[src/rtl/jtag_tap_param.sv]
// ---------------------------------------------------------------------------
// jtag_tap_param
// Parametrised IEEE 1149.1 TAP controller with a programmable IDCODE and
// NUM_USER user data registers. Each user register has a capture input and
// an update strobe. The block sits between the JTAG pins and the debug logic.
//
// Ports
//   tck               in   test clock, state advances on posedge
//   trst_n            in   asynchronous active-low TAP reset
//   tms               in   mode select, sampled on posedge tck
//   tdi               in   serial data in, sampled on posedge tck
//   tdo               out  serial data out (0 outside Shift-IR/Shift-DR)
//   tdo_en            out  1 while in Shift-IR or Shift-DR
//   tap_state         out  current TAP state (4-bit encoding below)
//   current_ir        out  active instruction
//   user_sel          out  one-hot, bit k set while user k is the instruction
//   user_capture_data in   slice k loaded at Capture-DR when user k active
//   user_update_data  out  shift contents latched at the last user Update-DR
//   user_update_valid out  one-cycle pulse on bit k after Update-DR of user k
//
// Build option
//   JTAG_TDO_NEGEDGE_EN : when defined, tdo/tdo_en are registered on the
//   falling edge of tck (IEEE output timing). When undefined they are
//   combinational from the state and the selected shift register bit 0.
// ---------------------------------------------------------------------------
module jtag_tap_param #(
   parameter int                IR_LEN       = 4,
   parameter logic [31:0]       IDCODE_VAL   = 32'h3F0F0F0F,
   parameter logic [IR_LEN-1:0] IDCODE_OP    = 4'hE,
   parameter int                NUM_USER     = 2,
   parameter logic [IR_LEN-1:0] USER_OP_BASE = 4'hC,
   parameter int                USER_DR_LEN  = 32
) (
   input  logic                            tck,
   input  logic                            trst_n,
   input  logic                            tms,
   input  logic                            tdi,
   output logic                            tdo,
   output logic                            tdo_en,
   output logic [3:0]                      tap_state,
   output logic [IR_LEN-1:0]               current_ir,
   output logic [NUM_USER-1:0]             user_sel,
   input  logic [NUM_USER*USER_DR_LEN-1:0] user_capture_data,
   output logic [USER_DR_LEN-1:0]          user_update_data,
   output logic [NUM_USER-1:0]             user_update_valid
);

   // TAP state encoding (matches the ARM7TDMI TAP numbering)
   localparam logic [3:0] ST_EX2_DR   = 4'h0;
   localparam logic [3:0] ST_EX1_DR   = 4'h1;
   localparam logic [3:0] ST_SHIFT_DR = 4'h2;
   localparam logic [3:0] ST_PAUSE_DR = 4'h3;
   localparam logic [3:0] ST_SEL_IR   = 4'h4;
   localparam logic [3:0] ST_UPD_DR   = 4'h5;
   localparam logic [3:0] ST_CAP_DR   = 4'h6;
   localparam logic [3:0] ST_SEL_DR   = 4'h7;
   localparam logic [3:0] ST_EX2_IR   = 4'h8;
   localparam logic [3:0] ST_EX1_IR   = 4'h9;
   localparam logic [3:0] ST_SHIFT_IR = 4'hA;
   localparam logic [3:0] ST_PAUSE_IR = 4'hB;
   localparam logic [3:0] ST_RTI      = 4'hC;
   localparam logic [3:0] ST_UPD_IR   = 4'hD;
   localparam logic [3:0] ST_CAP_IR   = 4'hE;
   localparam logic [3:0] ST_TLR      = 4'hF;

   localparam logic [IR_LEN-1:0] IR_CAPTURE = IR_LEN'(2'b01);
   localparam logic [IR_LEN-1:0] IR_ONES    = {IR_LEN{1'b1}};

   // One-hot user decode; the all-ones opcode is always BYPASS
   function automatic logic [NUM_USER-1:0] user_decode(input logic [IR_LEN-1:0] ir);
      logic [NUM_USER-1:0] sel;
      sel = {NUM_USER{1'b0}};
      for (int k = 0; k < NUM_USER; k++) begin
         sel[k] = (ir == (USER_OP_BASE + IR_LEN'(k))) && (ir != IR_ONES);
      end
      return sel;
   endfunction

   logic [3:0]             state_r;
   logic [3:0]             next_state_s;
   logic [IR_LEN-1:0]      ir_shift_r;
   logic [IR_LEN-1:0]      current_ir_r;
   logic [IR_LEN-1:0]      ir_next_s;
   logic [NUM_USER-1:0]    user_sel_r;
   logic                   bypass_r;
   logic [31:0]            idcode_r;
   logic [USER_DR_LEN-1:0] user_dr_r;
   logic [USER_DR_LEN-1:0] user_shift_s;
   logic [USER_DR_LEN-1:0] cap_user_s;
   logic [USER_DR_LEN-1:0] user_update_data_r;
   logic [NUM_USER-1:0]    user_update_valid_r;
   logic                   sel_idcode_s;
   logic                   sel_user_s;
   logic                   tdo_s;
   logic                   tdo_en_s;

   // TAP next-state function of the current state and tms
   always_comb begin
      next_state_s = ST_TLR;
      case (state_r)
         ST_TLR:      next_state_s = tms ? ST_TLR    : ST_RTI;
         ST_RTI:      next_state_s = tms ? ST_SEL_DR : ST_RTI;
         ST_SEL_DR:   next_state_s = tms ? ST_SEL_IR : ST_CAP_DR;
         ST_CAP_DR:   next_state_s = tms ? ST_EX1_DR : ST_SHIFT_DR;
         ST_SHIFT_DR: next_state_s = tms ? ST_EX1_DR : ST_SHIFT_DR;
         ST_EX1_DR:   next_state_s = tms ? ST_UPD_DR : ST_PAUSE_DR;
         ST_PAUSE_DR: next_state_s = tms ? ST_EX2_DR : ST_PAUSE_DR;
         ST_EX2_DR:   next_state_s = tms ? ST_UPD_DR : ST_SHIFT_DR;
         ST_UPD_DR:   next_state_s = tms ? ST_SEL_DR : ST_RTI;
         ST_SEL_IR:   next_state_s = tms ? ST_TLR    : ST_CAP_IR;
         ST_CAP_IR:   next_state_s = tms ? ST_EX1_IR : ST_SHIFT_IR;
         ST_SHIFT_IR: next_state_s = tms ? ST_EX1_IR : ST_SHIFT_IR;
         ST_EX1_IR:   next_state_s = tms ? ST_UPD_IR : ST_PAUSE_IR;
         ST_PAUSE_IR: next_state_s = tms ? ST_EX2_IR : ST_PAUSE_IR;
         ST_EX2_IR:   next_state_s = tms ? ST_UPD_IR : ST_SHIFT_IR;
         ST_UPD_IR:   next_state_s = tms ? ST_SEL_DR : ST_RTI;
         default:     next_state_s = ST_TLR;
      endcase
   end

   // TAP state register
   always_ff @(posedge tck or negedge trst_n) begin
      if (!trst_n) begin
         state_r <= ST_TLR;
      end else begin
         state_r <= next_state_s;
      end
   end

   // Next instruction: loading IDCODE on entry into TLR keeps current_ir at
   // IDCODE_OP for every cycle the TAP sits in Test-Logic-Reset.
   always_comb begin
      if (next_state_s == ST_TLR) begin
         ir_next_s = IDCODE_OP;
      end else if (state_r == ST_UPD_IR) begin
         ir_next_s = ir_shift_r;
      end else begin
         ir_next_s = current_ir_r;
      end
   end

   // Instruction shift register: capture 0..01, shift right with tdi into MSB
   always_ff @(posedge tck or negedge trst_n) begin
      if (!trst_n) begin
         ir_shift_r <= {IR_LEN{1'b0}};
      end else begin
         case (state_r)
            ST_CAP_IR:   ir_shift_r <= IR_CAPTURE;
            ST_SHIFT_IR: ir_shift_r <= {tdi, ir_shift_r[IR_LEN-1:1]};
            default:     ir_shift_r <= ir_shift_r;
         endcase
      end
   end

   // Active instruction and its registered user decode
   always_ff @(posedge tck or negedge trst_n) begin
      if (!trst_n) begin
         current_ir_r <= IDCODE_OP;
         user_sel_r   <= {NUM_USER{1'b0}};
      end else begin
         current_ir_r <= ir_next_s;
         user_sel_r   <= user_decode(ir_next_s);
      end
   end

   assign sel_idcode_s = (current_ir_r == IDCODE_OP) && (current_ir_r != IR_ONES);
   assign sel_user_s   = |user_sel_r;

   // Capture slice of the active user and the shifted user register value
   always_comb begin
      cap_user_s = {USER_DR_LEN{1'b0}};
      for (int k = 0; k < NUM_USER; k++) begin
         cap_user_s = cap_user_s |
            ({USER_DR_LEN{user_sel_r[k]}} & user_capture_data[k*USER_DR_LEN +: USER_DR_LEN]);
      end
      user_shift_s = user_dr_r >> 1;
      user_shift_s[USER_DR_LEN-1] = tdi;
   end

   // Data registers: capture and shift only the register selected by the IR
   always_ff @(posedge tck or negedge trst_n) begin
      if (!trst_n) begin
         bypass_r  <= 1'b0;
         idcode_r  <= 32'd0;
         user_dr_r <= {USER_DR_LEN{1'b0}};
      end else begin
         case (state_r)
            ST_CAP_DR: begin
               bypass_r <= 1'b0;
               if (sel_idcode_s) begin
                  idcode_r <= IDCODE_VAL;
               end else if (sel_user_s) begin
                  user_dr_r <= cap_user_s;
               end else begin
                  idcode_r <= idcode_r;
               end
            end
            ST_SHIFT_DR: begin
               if (sel_idcode_s) begin
                  idcode_r <= {tdi, idcode_r[31:1]};
               end else if (sel_user_s) begin
                  user_dr_r <= user_shift_s;
               end else begin
                  bypass_r <= tdi;
               end
            end
            default: begin
               bypass_r <= bypass_r;
            end
         endcase
      end
   end

   // User update: latch data and pulse the active user bit for one cycle
   always_ff @(posedge tck or negedge trst_n) begin
      if (!trst_n) begin
         user_update_data_r  <= {USER_DR_LEN{1'b0}};
         user_update_valid_r <= {NUM_USER{1'b0}};
      end else if ((state_r == ST_UPD_DR) && sel_user_s) begin
         user_update_data_r  <= user_dr_r;
         user_update_valid_r <= user_sel_r;
      end else begin
         user_update_valid_r <= {NUM_USER{1'b0}};
      end
   end

   // Serial output source: IR bit 0 in Shift-IR, selected DR bit 0 in Shift-DR
   always_comb begin
      tdo_s    = 1'b0;
      tdo_en_s = 1'b0;
      case (state_r)
         ST_SHIFT_IR: begin
            tdo_s    = ir_shift_r[0];
            tdo_en_s = 1'b1;
         end
         ST_SHIFT_DR: begin
            tdo_en_s = 1'b1;
            if (sel_idcode_s) begin
               tdo_s = idcode_r[0];
            end else if (sel_user_s) begin
               tdo_s = user_dr_r[0];
            end else begin
               tdo_s = bypass_r;
            end
         end
         default: begin
            tdo_s    = 1'b0;
            tdo_en_s = 1'b0;
         end
      endcase
   end

`ifdef JTAG_TDO_NEGEDGE_EN
   logic tdo_r;
   logic tdo_en_r;

   // Falling-edge output register so tdo changes half a cycle after the shift
   always_ff @(negedge tck or negedge trst_n) begin
      if (!trst_n) begin
         tdo_r    <= 1'b0;
         tdo_en_r <= 1'b0;
      end else begin
         tdo_r    <= tdo_s;
         tdo_en_r <= tdo_en_s;
      end
   end

   assign tdo    = tdo_r;
   assign tdo_en = tdo_en_r;
`else
   assign tdo    = tdo_s;
   assign tdo_en = tdo_en_s;
`endif

   assign tap_state         = state_r;
   assign current_ir        = current_ir_r;
   assign user_sel          = user_sel_r;
   assign user_update_data  = user_update_data_r;
   assign user_update_valid = user_update_valid_r;

endmodule

[config.mk]
export PLATFORM = sky130hd
export DESIGN_NAME = jtag_tap_param
export DESIGN_NICKNAME = d
export VERILOG_FILES = /design/src/rtl/jtag_tap_param.sv
export SDC_FILE = /design/constraint.sdc
export NUM_CORES = 1
export LEC_CHECK = 0
export CAP_MARGIN = 40
export CORE_MARGIN = 2
export CORE_UTILIZATION = 45
export CTS_BUF_LIST = sky130_fd_sc_hd__clkbuf_8
export CTS_CLUSTER_DIAMETER = 60
export CTS_CLUSTER_SIZE = 25
export DETAILED_ROUTE_END_ITERATION = 7
export GPL_TIMING_DRIVEN = 0
export PLACE_DENSITY = 0.78
export SYNTH_ARGS = -nofsm -noshare
export SYNTH_HDL_FRONTEND = slang
export SYNTH_SLANG_ARGS = --single-unit
export TNS_END_PERCENT = 50
[constraint.sdc]
create_clock -name tck -period 4.5 [get_ports tck]
set_clock_uncertainty 0.2 [all_clocks]
set_input_delay 0.45 -clock tck [delete_from_list [all_inputs] [get_ports tck]]
set_output_delay 0.45 -clock tck [all_outputs]
set_load 0.02 [all_outputs]
==> results of run 1 <==
registers in the layout, indices dropped and copies added (netlist names), 2 cells and up:
name / cells
ir_shift_r: 4
current_ir: 4
tap_state: 4
user_update_valid: 2
user_dr_r: 32
user_update_data: 32
idcode_r: 32
user_sel: 2
metrics by stage:
stage | utilization (%) | power, mW | TNS (ns)
floorplan | - | 2.36 | 0
global placement | 58.3 | 2.83 | -134.85
detailed placement | 58.5 | 2.90 | 0
CTS | 62.7 | 3.96 | 0
global route | 62.7 | 4.15 | 0
finish | 62.7 | 3.92 | 0
worst reg2reg max path, stage by stage (launching register included):
cell	delay, ns
dfstp_2	0.58
nor4bb_1	0.61
o21ai_1	0.34
clkbuf_1	0.36
mux2_2	0.36
area by class of cell:
class / instances / area share (%)
Timing Repair Buffer: 115 / 17.0
Clock inverter: 15 / 3.07
Buffer: 28 / 1.83
Multi-Input combinational cell: 240 / 29.7
Clock buffer: 17 / 3.41
Tap cell: 140 / 2.56
Inverter: 19 / 1.04
Sequential cell: 113 / 41.4
path summary, 6_finish.rpt:
kind / cells past startpoint / endpoint / slack [ns] / start
setup reg to reg: 4 / user_update_data[13]$_DFFE_PN0P_ / 1.92 / tap_state[0]$_DFF_PN1_
min in group asynchronous: 2 / user_update_data[8]$_DFFE_PN0P_ / 0.45 / trst_n
hold / removal: 1 / idcode_r[10]$_DFFE_PN0P_ / 0.29 / idcode_r[10]$_DFFE_PN0P_
setup / recovery: 5 / tdo / 1.01 / tap_state[3]$_DFF_PN1_
max in group asynchronous: 3 / user_update_data[27]$_DFFE_PN0P_ / 2.93 / trst_n
hold reg to reg: 1 / idcode_r[10]$_DFFE_PN0P_ / 0.29 / idcode_r[10]$_DFFE_PN0P_
per-layer routing:
metal | track usage (%) | up-vias | wire (um)
met5 | 0 | - | 0
met4 | 6.34 | 0 | 161
met3 | 6.58 | 14 | 856
met2 | 36.5 | 128 | 6090
met1 | 25.9 | 1858 | 5140
li1 | - | 1744 | -
cells in the final DEF, fill, tap and decap left out, drive strengths merged, types with 4 or more instances in the layout:
cell type,count
clkdlybuf4s50,112
dfrtp,106
mux2,50
mux2i,46
clkbuf,34
a22o,31
inv,21
nand2,18
o22a,18
a22oi,14
buf,13
o21ai,9
nor2,8
dfstp,7
clkinv,7
a21oi,6
nand2b,5
nand3,5
bufinv,4
logic make-up (layout without fill, tap and decap cells):
group,Yosys count,count (layout),share of synthesized area [%]
buffers and inverters,47,194,3.88
AOI/OAI and AO/OA,88,88,13.7
muxes,96,96,20.2
and+or+nand+nor,56,56,6.20
DFF,113,113,56.0
what timing repair did:
action                                 in CTS  in global routing
gates resized for setup                     0                  0
hold buffers                                1                  0
endpoints found under the hold margin      48                  0
report_power, final:
group          switching (mW)  internal [mW]
logic                   0.630          0.628
clock network           0.437          0.609
registers               0.240           1.38
total                    1.31           2.61
==> summary.txt, run 1 <==
Layout
  • Number of diodes: 0
  • Net count, final: around 600
  • Sequential cell area: between 2000 and 3000 sq um
  • Finished Cell Area: roughly 7000 sq um
  • Area of the multi-input gates: 2030 sq um
  • Final std cells w/o fill: 687
  • Layout fillers: approximately 860
  • Share of cells above drive strength 1: 19.0%
  • Synthesis-to-layout area growth: 35.2%

Floorplanning
  • Full die area: between 10000 and 15000 sq um
  • Placement Rows: 38
  • Die Span Y: about 110 um
  • Core ar.: between 10000 and 15000 sq um
  • # IOs: ~110
  • Initial Util: 46.3%
  • Die width: 110 um

Setup path
  • Critical Path RT: about 3.9 ns
  • Critical-path cell list: clkbuf_1 > nor2_1 > o2bb2ai_1 > a2111oi_0 > clkdlybuf4s50_1
  • Slowest library cell on the worst path: clkdlybuf4s50_1
  • Critical path startpoint category: register
  • Worst setup EP type: primary output
  • Crit-path leading delay family: buffers and inverters
  • Crit path DAT: about 2.8 ns
  • CP max FO: 10
  • WS Path Type: reg -> out
  • Buf/Inv on CP: 2
  • Crit-path max cell delay: around 0.7 ns

Power
  • Lkg Pwr: roughly 3.2 nW
  • Worst VDD drop: 0.264 mV
  • Pwr dens: roughly 570 nW/um^2

Timing
  • Unrepaired setup endpoints after global routing: false
  • Fin crit period: ~3.5 ns
  • Final setup fails: 0
  • Slew @ Worst Pin: between 0.7 and 0.8 ns
  • Final setup margin: between 1 and 1.5 ns
  • Final period util: between 70% and 80%
  • Fin Hold WS: slightly below 0.3 ns
  • Worst slew margin: roughly 52%
  • Final hold viol count: 0
  • F_max: roughly 290 MHz
  • Slew Limit Fails: 0

Detailed routing
  • DR DRC count: 0
  • Drt initial violations: about 190
  • Post-Route WL: ~12000 um
  • Avg WL per Cell: 17.8 um
  • DRT antenna net count: 0
  • DR pass1 iterations: 4
  • Total vias in the final route: around 3700
  • Vias per Instance: roughly 5.4

Clock network
  • Skew-Pair Late Insertion Delay: between 0.4 and 0.5 ns
  • Clk Tree Root Cell: clkbuf_8
  • CTS H-Tree Depth: 4
  • CTS Buf Count: 17
  • Clock transition at the registers of the reported paths: roughly 0.070 ns
  • CTS tree: done
  • Buffer depth of the longest clock path: 2
  • Clock sinks: 113
  • Setup Fix Bufs, Post-CTS: 0

Synthesis
  • Area contributors post-synth: dfrtp_1 52%, mux2_2 11%, mux2i_1 9.1%
  • FFs w/ async S/R, synth: 100%
  • Post-synth EDFFs: 0
  • Yosys cell types: a little over 40
  • Synth Register Bits: roughly 110
  • Syn_nets: 468
  • Synthesis Warnings: 0
  • Avg Inst Size Synth: between 10 and 15 sq um
  • Most frequent cell after synthesis: dfrtp_1
  • Synthesized instance count: 400
  • Area leader, netlist: dfrtp_1
  • Area fraction of the dominant cell type after synthesis: a little over half
  • Sequential area share after synthesis: between 50% and 60%
  • Post-synth top cells: 106 x dfrtp_1, 50 x mux2_2, 46 x mux2i_1
  • Synth Cell Area: ~5000 sq um
  • Main flop type after synthesis: dfrtp_1

Placement
  • Placed cell count: around 650
  • Worst slack at placement: 1.57 ns
  • RePlAce Congestion: approximately 0.85
  • Placement Cell Area: about 6400 sq um
  • DP HPWL: 8860 um
  • PortBufs: approximately 110

Min path
  • Hold Path Class: reg -> reg

Run
  • Max Cap Viol: 0

Global route
  • Global route overflow: 0
  • Gr usage total: a little over a fifth
  • First-pass GRT wire length: about 19000 um
  • Vias in the first global route: roughly 3900
  • Initial antenna violation count: 0
  • Largest net degree at the start of global routing: 59

Status
  • Status: completed
Power figures use the tool's default switching activity.
==> run 2: changes to the inputs <==
--- a/config.mk
+++ b/config.mk
@@ -13,7 +13,7 @@
 export CTS_CLUSTER_SIZE = 25
 export DETAILED_ROUTE_END_ITERATION = 7
 export GPL_TIMING_DRIVEN = 0
-export PLACE_DENSITY = 0.78
+export PLACE_DENSITY = 0.81
 export SYNTH_ARGS = -nofsm -noshare
 export SYNTH_HDL_FRONTEND = slang
 export SYNTH_SLANG_ARGS = --single-unit
==> constraint.sdc (replaced) <==
create_clock -name tck -period 2.9 [get_ports tck]
set_clock_uncertainty 0.2 [all_clocks]
set_input_delay 0.29 -clock tck [delete_from_list [all_inputs] [get_ports tck]]
set_output_delay 0.29 -clock tck [all_outputs]
set_load 0.02 [all_outputs]
==> run 2 against run 1 <==
  * Total power up 55%
  * Sequential share of layout area did not move
  * Hold slack got worse by 0.082 ns
  * Combinational power is 55% higher
  * Non-clock buffer count shrank 2
  * Critical path depth fell by 1
  * Via count shrank 0.13%
  * Clock-buffer cell count unchanged
  * First-iteration DRC count fell by 33%
  * Sequential power is 56% higher
  * Clock power up 54%
  * Critical endpoint unchanged
  * Largest cell class unchanged
==> summary.txt, run 2 (synthesized netlist as in run 1, its figures left out) <==
Status
  • Status: completed

Clock network
  • Skew-Pair Late Insertion Delay: 0.43 ns (about the same)
  • CTS H-Tree Depth: 4 (unchanged)
  • Clock transition at the registers of the reported paths: 0.07 ns (about the same)
  • Clk Tree Root Cell: clkbuf_8
  • CTS Buf Count: 17 (unchanged)
  • Clock sinks: 113 (unchanged)
  • CTS tree: done
  • Setup Fix Bufs, Post-CTS: 0 (unchanged)
  • Buffer depth of the longest clock path: 2 (unchanged)

Placement
  • DP HPWL: 8700 um (-1.8%)
  • PortBufs: 113 (unchanged)
  • Worst slack at placement: 0.0405 ns (-1.53 ns)
  • Placed cell count: 654 (unchanged)
  • RePlAce Congestion: 0.843 (-1.1%)
  • Placement Cell Area: 6400 sq um (unchanged)

Floorplanning
  • Placement Rows: 38 (unchanged)
  • Die width: 110 um (unchanged)
  • Die Span Y: 110 um (unchanged)
  • # IOs: 114 (unchanged)
  • Core ar.: 10900 sq um (unchanged)
  • Initial Util: 46.3% (unchanged)
  • Full die area: 12100 sq um (unchanged)

Setup path
  • WS Path Type: reg -> out
  • Buf/Inv on CP: 1 (-1)
  • Critical path startpoint category: register
  • Stages on worst setup path: 4 (-1)
  • Crit-path max cell delay: 0.56 ns (-0.15 ns)
  • Critical-path cell list: and4b_1 > nor2_1 > a2111oi_1 > dlygate4sd2_1
  • Worst setup EP type: primary output
  • Critical Path RT: 2.41 ns (-1.44 ns)
  • CP max FO: 5 (-5)
  • Slowest library cell on the worst path: dfstp_2
  • Worst reg-to-reg path cell count: 4 (unchanged)
  • Crit-path leading delay family: flip-flops
  • Crit path DAT: 2.28 ns (-0.56 ns)

Power
  • Clock Power Share: 26.5% (-0.2 points)
  • Worst VDD drop: 0.414 mV (+57%)
  • Psw: 2.04 mW (+56%)
  • Lkg Pwr: 3.22 nW (about the same)
  • Switch share: 33.5% (+0.14 points)
  • Internal power: 4.06 mW (+55%)
  • Sequential cell fraction of total power: 41.6% (+0.4 points)
  • Comb pwr share: 31.9% (-0.2 points)
  • Pwr dens: 890 nW/um^2 (+55%)

Global route
  • Largest net degree at the start of global routing: 72 (+22%)
  • First-pass GRT wire length: 19200 um (-0.11%)
  • Vias in the first global route: 3845 (-0.72%)
  • Busiest grt layer: met2
  • GRT met1 Usage: 25.5% (-0.34 points)
  • Met2 Use GR: 35.9% (-0.53 points)
  • Initial antenna violation count: 0 (unchanged)
  • Gr usage total: 21.2% (-0.13 points)
  • M3 GR Usage: 5.70% (-0.88 points)
  • Global route overflow: 0 (unchanged)

Timing
  • F_max: about 360 MHz
  • Final hold viol count: 0 (unchanged)
  • Slew Limit Fails: 0 (unchanged)
  • Final setup fails: 0 (unchanged)
  • Fin crit period: ~2.8 ns
  • Setup tns final: 0 ns (unchanged)
  • Unrepaired setup endpoints after global routing: false
  • Final period util: 95.5%
  • Final setup margin: 0.130 ns (-0.882 ns)
  • Worst slew margin: 58.8% (+6.6 points)
  • Slew @ Worst Pin: 0.618 ns (-0.0987 ns)

Min path
  • Hold Path Class: in -> async

Detailed routing
  • Drt initial violations: 126 (-33%)
  • DR DRC count: 0 (unchanged)
  • Total vias in the final route: 3739 (-0.13%)
  • Avg WL per Cell: 18.0 um (+0.85%)
  • DR pass1 iterations: 4 (unchanged)
  • Vias per Instance: 5.46 (+0.16%)
  • DRT antenna net count: 0 (unchanged)
  • Post-Route WL: 12300 um (+0.56%)

Layout
  • Finished Cell Area: 6850 sq um (unchanged)
  • Sequential cell area: 2840 sq um (unchanged)
  • Final std cells w/o fill: 685 (-0.29%)
  • Synthesis-to-layout area growth: 35.2% (unchanged)
  • Net count, final: 600 (-0.33%)
  • Number of diodes: 0 (unchanged)
  • Area of the multi-input gates: 2040 sq um (+0.49%)
  • Layout fillers: 860 (-0.23%)
  • Most frequent cells in the layout: 111 x clkdlybuf4s50_1, 106 x dfrtp_1, 50 x mux2_2, 46 x mux2i_1, 31 x a22o_1
  • Share of cells above drive strength 1: 19.4% (+0.44 points)
  • Final core utilization: 62.7% (unchanged)
  • Most common cell after layout, fill and taps aside: clkdlybuf4s50_1

Run
  • Max Cap Viol: 0 (unchanged)
## run 2: cell count changes in the layout (fill, tap and decap cells not counted), sizes merged
cell,delta
dlygate4sd2,+1
clkinvlp,+1
clkinv,-1
clkdlybuf4s50,-1
clkbuf,-2
## run 2: worst reg2reg max path, cell delays in order, from the launching register on
cell      delay, ns
dfstp_2        0.59
nor4bb_2       0.51
o21ai_1        0.30
clkbuf_1       0.36
mux2_2         0.36
## run 2: layer usage
metal,vias to the layer above,share of wire [%]
met5,-,0
met1,1852,42
met3,25,6.8
met2,127,49
met4,0,2.1
li1,1735,-
## run 2: worst paths after layout
check / from / endpoint / slack, ns
worst max register to register: tap_state[0]$_DFF_PN1_ / user_update_data[25]$_DFFE_PN0P_ / 0.46
worst max-delay path: current_ir[1]$_DFF_PN1_ / tdo / 0.13
min in group tck: idcode_r[11]$_DFFE_PN0P_ / idcode_r[11]$_DFFE_PN0P_ / 0.29
worst min-delay path: trst_n / user_update_data[8]$_DFFE_PN0P_ / 0.21
max in group asynchronous: trst_n / tap_state[2]$_DFF_PN1_ / 1.52
worst min register to register: idcode_r[11]$_DFFE_PN0P_ / idcode_r[11]$_DFFE_PN0P_ / 0.29
## run 2: cell type report
type	instances	share of cell area (%)
well taps	140	2.56
inverters	19	1.04
clock buffers	17	3.41
flip-flops and latches	113	41.4
multi-input cells	240	29.8
clock inverters	15	3.05
plain buffers	26	1.72
repair buffers	115	17.0
## run 2: power by group through the flow
stage | registers, mW | logic [mW] | clock network, mW
final | 2.53 | 1.95 | 1.62
after global routing | 2.61 | 2.12 | 1.73
after CTS | 2.52 | 1.96 | 1.64
after detailed placement | 2.53 | 1.96 | 0
after global placement | 2.51 | 1.89 | 0
after floorplan | 2.62 | 1.04 | 0
## run 2: what timing repair did
item | in CTS | in global routing
gates resized for setup | 3 | 1
endpoints found under the setup margin | 1 | 2
hold buffers | 1 | 0
hold endpoints to repair | 42 | 0
## run 2: metrics by stage
step	power [mW]	hold slack [ns]
finish	6.10	0.210
CTS	6.13	0.210
floorplan	3.66	-0.206
detailed placement	4.49	0.118
global placement	4.39	0.271
global route	6.46	0.244
==> patch 1, RTL diff (config.mk and constraints of run 2) <==
Set the parameter `IR_LEN` to 8 (it was 4).
--- a/src/rtl/jtag_tap_param.sv
+++ b/src/rtl/jtag_tap_param.sv
@@ -24,7 +24,7 @@
 //   combinational from the state and the selected shift register bit 0.
 // ---------------------------------------------------------------------------
 module jtag_tap_param #(
-   parameter int                IR_LEN       = 4,
+   parameter int                IR_LEN       = 8,
    parameter logic [31:0]       IDCODE_VAL   = 32'h3F0F0F0F,
    parameter logic [IR_LEN-1:0] IDCODE_OP    = 4'hE,
    parameter int                NUM_USER     = 2,
Ports: changed (resized current_ir); port bits go from 114 to 118. The function was not compared with the original's and may differ.
==> patch 1 against run 2 <==
- design area increased by 3.7%
- worst setup slack got worse by 120 ps
- count of clock-buffer cells in the layout up 3
- sequential cell count grew 8
- total power is 6.0% higher
- largest cell class unchanged
- routed wire length is 7.5% higher
- sequential share of layout area grew 1.3 points
- synthesized area rose by 3.9%
==> patch 1: results (changes against run 2) <==
### Critical path
• critical path startpoint: current_ir[3]
• Worst Reg2Reg Path Length in Cells: 7, +3
• critical-path maximum fanout: 6, +1
• register-to-register setup slack: 230 ps, -230 ps
• Worst R2R End: user_update_data[10]
• worst reg2reg path startpoint: tap_state[2]

### Synthesis
• net count after synthesis: 563, +20%
• cells taking the most area after synthesis: sky130_fd_sc_hd__dfrtp_1 (54%), sky130_fd_sc_hd__o21ai_0 (8.9%), sky130_fd_sc_hd__mux2_2 (7.1%)
• commonest cells in the synthesized netlist: sky130_fd_sc_hd__dfrtp_1 (114), sky130_fd_sc_hd__o21ai_0 (94), sky130_fd_sc_hd__nand2_1 (77)
• part of the Yosys area used for sequential elements: 0.577, +0.0173
• mean cell area of the mapped netlist: 10.6 sq um, -16%

### GRT
• met2 global-route usage: 0.361, +0.00211
• via count of the first global-routing pass: 4529, +18%
• met3 track demand over resource in global routing: 0.0702, +0.0132
• global routing usage summed across all routing layers: 0.221, +0.00972
• first-pass GRT wire length: 22200 um, +16%
• global routing usage on met1: 0.278, +0.0229

### Placed design
• DP HPWL: 9440 um, +8.5%
• standard cell area after detailed placement: 6650 sq um, +4.0%
• Post-Place Cells: 757, +16%

### Power and ir drop
• power density normalized to cell area: 909 nW/um^2, +2.1%
• static power due to leakage: 0.00316 uW, -1.8%
• P_int: 4230 uW, +4.3%

### STA
• ratio of final minimum period to clock period: 0.998, +0.0427
• Slew Limit Headroom: 0.541, -0.0472

### Status
• outcome: finished clean

### Final layout
• count of non-filler cells in the finished layout: 788, +15%
• share of cells above drive strength 1: 0.147, -0.0472
• post-layout net count: 702, +17%

### Route
• drt initial violations: 315, +150%
• post-DR vias/cell: 5.64, +3.3%
• wire per inst: 16.8 um, -6.5%

-- patch 1: area by class of cell --
type,count,area (sq um)
tap,143,179
timing repair buffer,121,1230
sequential,121,3040
multi-input combinational,330,2080
inverter,1,3.75
clock inverter,10,125
buffer,42,179
clock buffer,20,275
fill,892,4310
-- patch 1: critical path, cell delays in order (launching register included) --
cell	delay (ps)
sky130_fd_sc_hd__dfstp_2	540
sky130_fd_sc_hd__or4b_1	420
sky130_fd_sc_hd__clkbuf_2	190
sky130_fd_sc_hd__nor3_4	230
sky130_fd_sc_hd__a22oi_1	110
sky130_fd_sc_hd__a21boi_2	200
sky130_fd_sc_hd__clkdlybuf4s15_2	280
-- patch 1: worst min-delay path by stage --
| stage | start | cells past startpoint | endpoint | slack, ps |
|---|---|---|---|---|
| 2_1_floorplan | trst_n | 0 | bypass_r | -210 |
| 3_3_place_gp | idcode_r[3] | 2 | idcode_r[3] | 260 |
| 3_5_place_dp | trst_n | 1 | user_update_data[22] | 60 |
| 4_1_cts | trst_n | 2 | user_update_data[22] | 170 |
| 5_1_grt | trst_n | 2 | user_update_data[25] | 200 |
| 6_report | trst_n | 2 | user_update_data[22] | 180 |
-- patch 1: cells by family after synthesis --
logic type | share of synthesized area
and+or+nand+nor | 0.118
muxes | 0.0794
buffers and inverters | 0.0342
DFF | 0.577
AOI/OAI and AO/OA | 0.191
-- patch 1: routing by layer --
layer,routed length (um),up-vias
met5,0,-
met2,6510,162
li1,-,2053
met4,212,0
met1,5680,2208
met3,846,21
-- patch 1: what timing repair did --
| item | in CTS | in global routing |
|---|---|---|
| hold buffers | 1 | 0 |
| pin swaps | 2 | 0 |
| setup endpoints to repair | 31 | 33 |
| resized for setup | 11 | 9 |
| setup buffers | 1 | 0 |
| hold endpoints to repair | 51 | 0 |
==> patch 2, RTL diff (config.mk and constraints of run 2) <==
Without the edit above. Register the outputs `tdo` and `tdo_en`, cleared by the reset; this adds one clock of latency there. The other outputs are not delayed to match. Comments in the files are not updated.
--- a/src/rtl/jtag_tap_param.sv
+++ b/src/rtl/jtag_tap_param.sv
@@ -268,8 +268,15 @@
    assign tdo    = tdo_r;
    assign tdo_en = tdo_en_r;
 `else
-   assign tdo    = tdo_s;
-   assign tdo_en = tdo_en_s;
+   always_ff @(posedge tck or negedge trst_n) begin
+      if (!trst_n) begin
+         tdo    <= '0;
+         tdo_en <= '0;
+      end else begin
+         tdo    <= tdo_s;
+         tdo_en <= tdo_en_s;
+      end
+   end
 `endif
 
    assign tap_state         = state_r;
Function: changed (Yosys sat finds a counterexample within 10 cycles, from zero or initial values and one cycle with trst_n low).
==> patch 2 against run 2 <==
- worst setup slack better by 31 ps
- sequential cell count is 2 higher
- worst hold slack better by 5.9 ps
- routed wire length is 1.3% higher
- highest routed layer unchanged
- first-iteration DRC count is 59% higher
- design area is 0.26% higher
- sequential share of layout area is 0.62 points higher
- core utilization is 1.7 points lower
- total power hardly changed
- count of clock-buffer cells in the layout stayed put
- synthesized area is 1.6% higher
- largest cell class unchanged
- die area is 1.5% higher
- non-clock buffer count is 3 higher
==> patch 2: results (changes against run 2) <==
### GRT
• global routing usage on met1: 0.268, +0.0127
• first-pass GRT wire length: 20400 um, +6.5%
• met2 global-route usage: 0.344, -0.0158
• via count of the first global-routing pass: 4061, +5.6%
• global routing usage summed across all routing layers: 0.212, +0.000700

### Placed design
• Post-Place Cells: 655, +0.15%
• gp weighted congestion: 0.779, -7.5%
• DP Worst Slack: 203 ps, +163 ps

### Route
• detailed-router iteration count before antenna repair: 5, +1
• wire length on met3: 718 um, -15%
• overall via count from detail_route: 3786, +1.3%
• final routed wirelength across all metal layers: 12500 um, +1.3%
• wire length on met2: 6080 um, +1.2%
• drt initial violations: 200, +59%

### Critical path
• Worst Reg2Reg Path Length in Cells: 5, +1
• critical-path maximum fanout: 10, +5
• critical path startpoint: user_sel[0]
• Crit-path slowest cell: sky130_fd_sc_hd__nor4_2
• Slowest Stage Delay on Critical Path: 640 ps, +80 ps
• crit path to: user_dr_r[31]
• CP delay by family, top: buffers and inverters

### Status
• outcome: finished clean

### Power and ir drop
• switching part of the total: 0.345, +0.0102
• overall power of the completed layout: 6090 uW, about the same
• VDD IR max: 0.449 mV, +8.5%
• power in the clock group: 1400 uW, -14%
• power share of the sequential group: 0.424, +0.008

### Final layout
• share of cells above drive strength 1: 0.189, -0.00550
• count of non-filler cells in the finished layout: 688, +0.44%

### STA
• shortest period the worst path allows: 2740 ps, -30.6 ps
• transition at the pin with the smallest max-transition slack: 748 ps, +130 ps

### Synthesis
• part of the Yosys area used for sequential elements: 0.561, +0.00101
• cells taking the most area after synthesis: sky130_fd_sc_hd__dfrtp_1 (53%), sky130_fd_sc_hd__mux2_2 (11%), sky130_fd_sc_hd__mux2i_1 (10%)
• mux cell area share after synthesis: 0.212, +0.0105
• Synth Area in Compound Gates: 0.131, -0.00627

[patch 2: cell count changes after synthesis, moves of 2 or more]
cell,before,now
sky130_fd_sc_hd__dfrtp_1,106,108
sky130_fd_sc_hd__mux2i_1,46,53
sky130_fd_sc_hd__buf_2,10,7
sky130_fd_sc_hd__o21ai_0,8,5
sky130_fd_sc_hd__a21oi_1,6,4
sky130_fd_sc_hd__and3b_1,2,0
sky130_fd_sc_hd__a22oi_1,14,16
sky130_fd_sc_hd__nand4b_1,2,4
sky130_fd_sc_hd__a22o_1,31,29
sky130_fd_sc_hd__nand3_1,5,0
sky130_fd_sc_hd__nand2_1,18,14
sky130_fd_sc_hd__nor2_1,8,10
sky130_fd_sc_hd__buf_6,1,3
[patch 2: final cells by class]
type	count	area, sq um
multi-input cells	235	2040
inverters	19	71.3
fillers	894	4400
flip-flops and latches	115	2890
clock buffers	17	234
clock inverters	15	144
well taps	143	179
plain buffers	29	144
repair buffers	115	1170
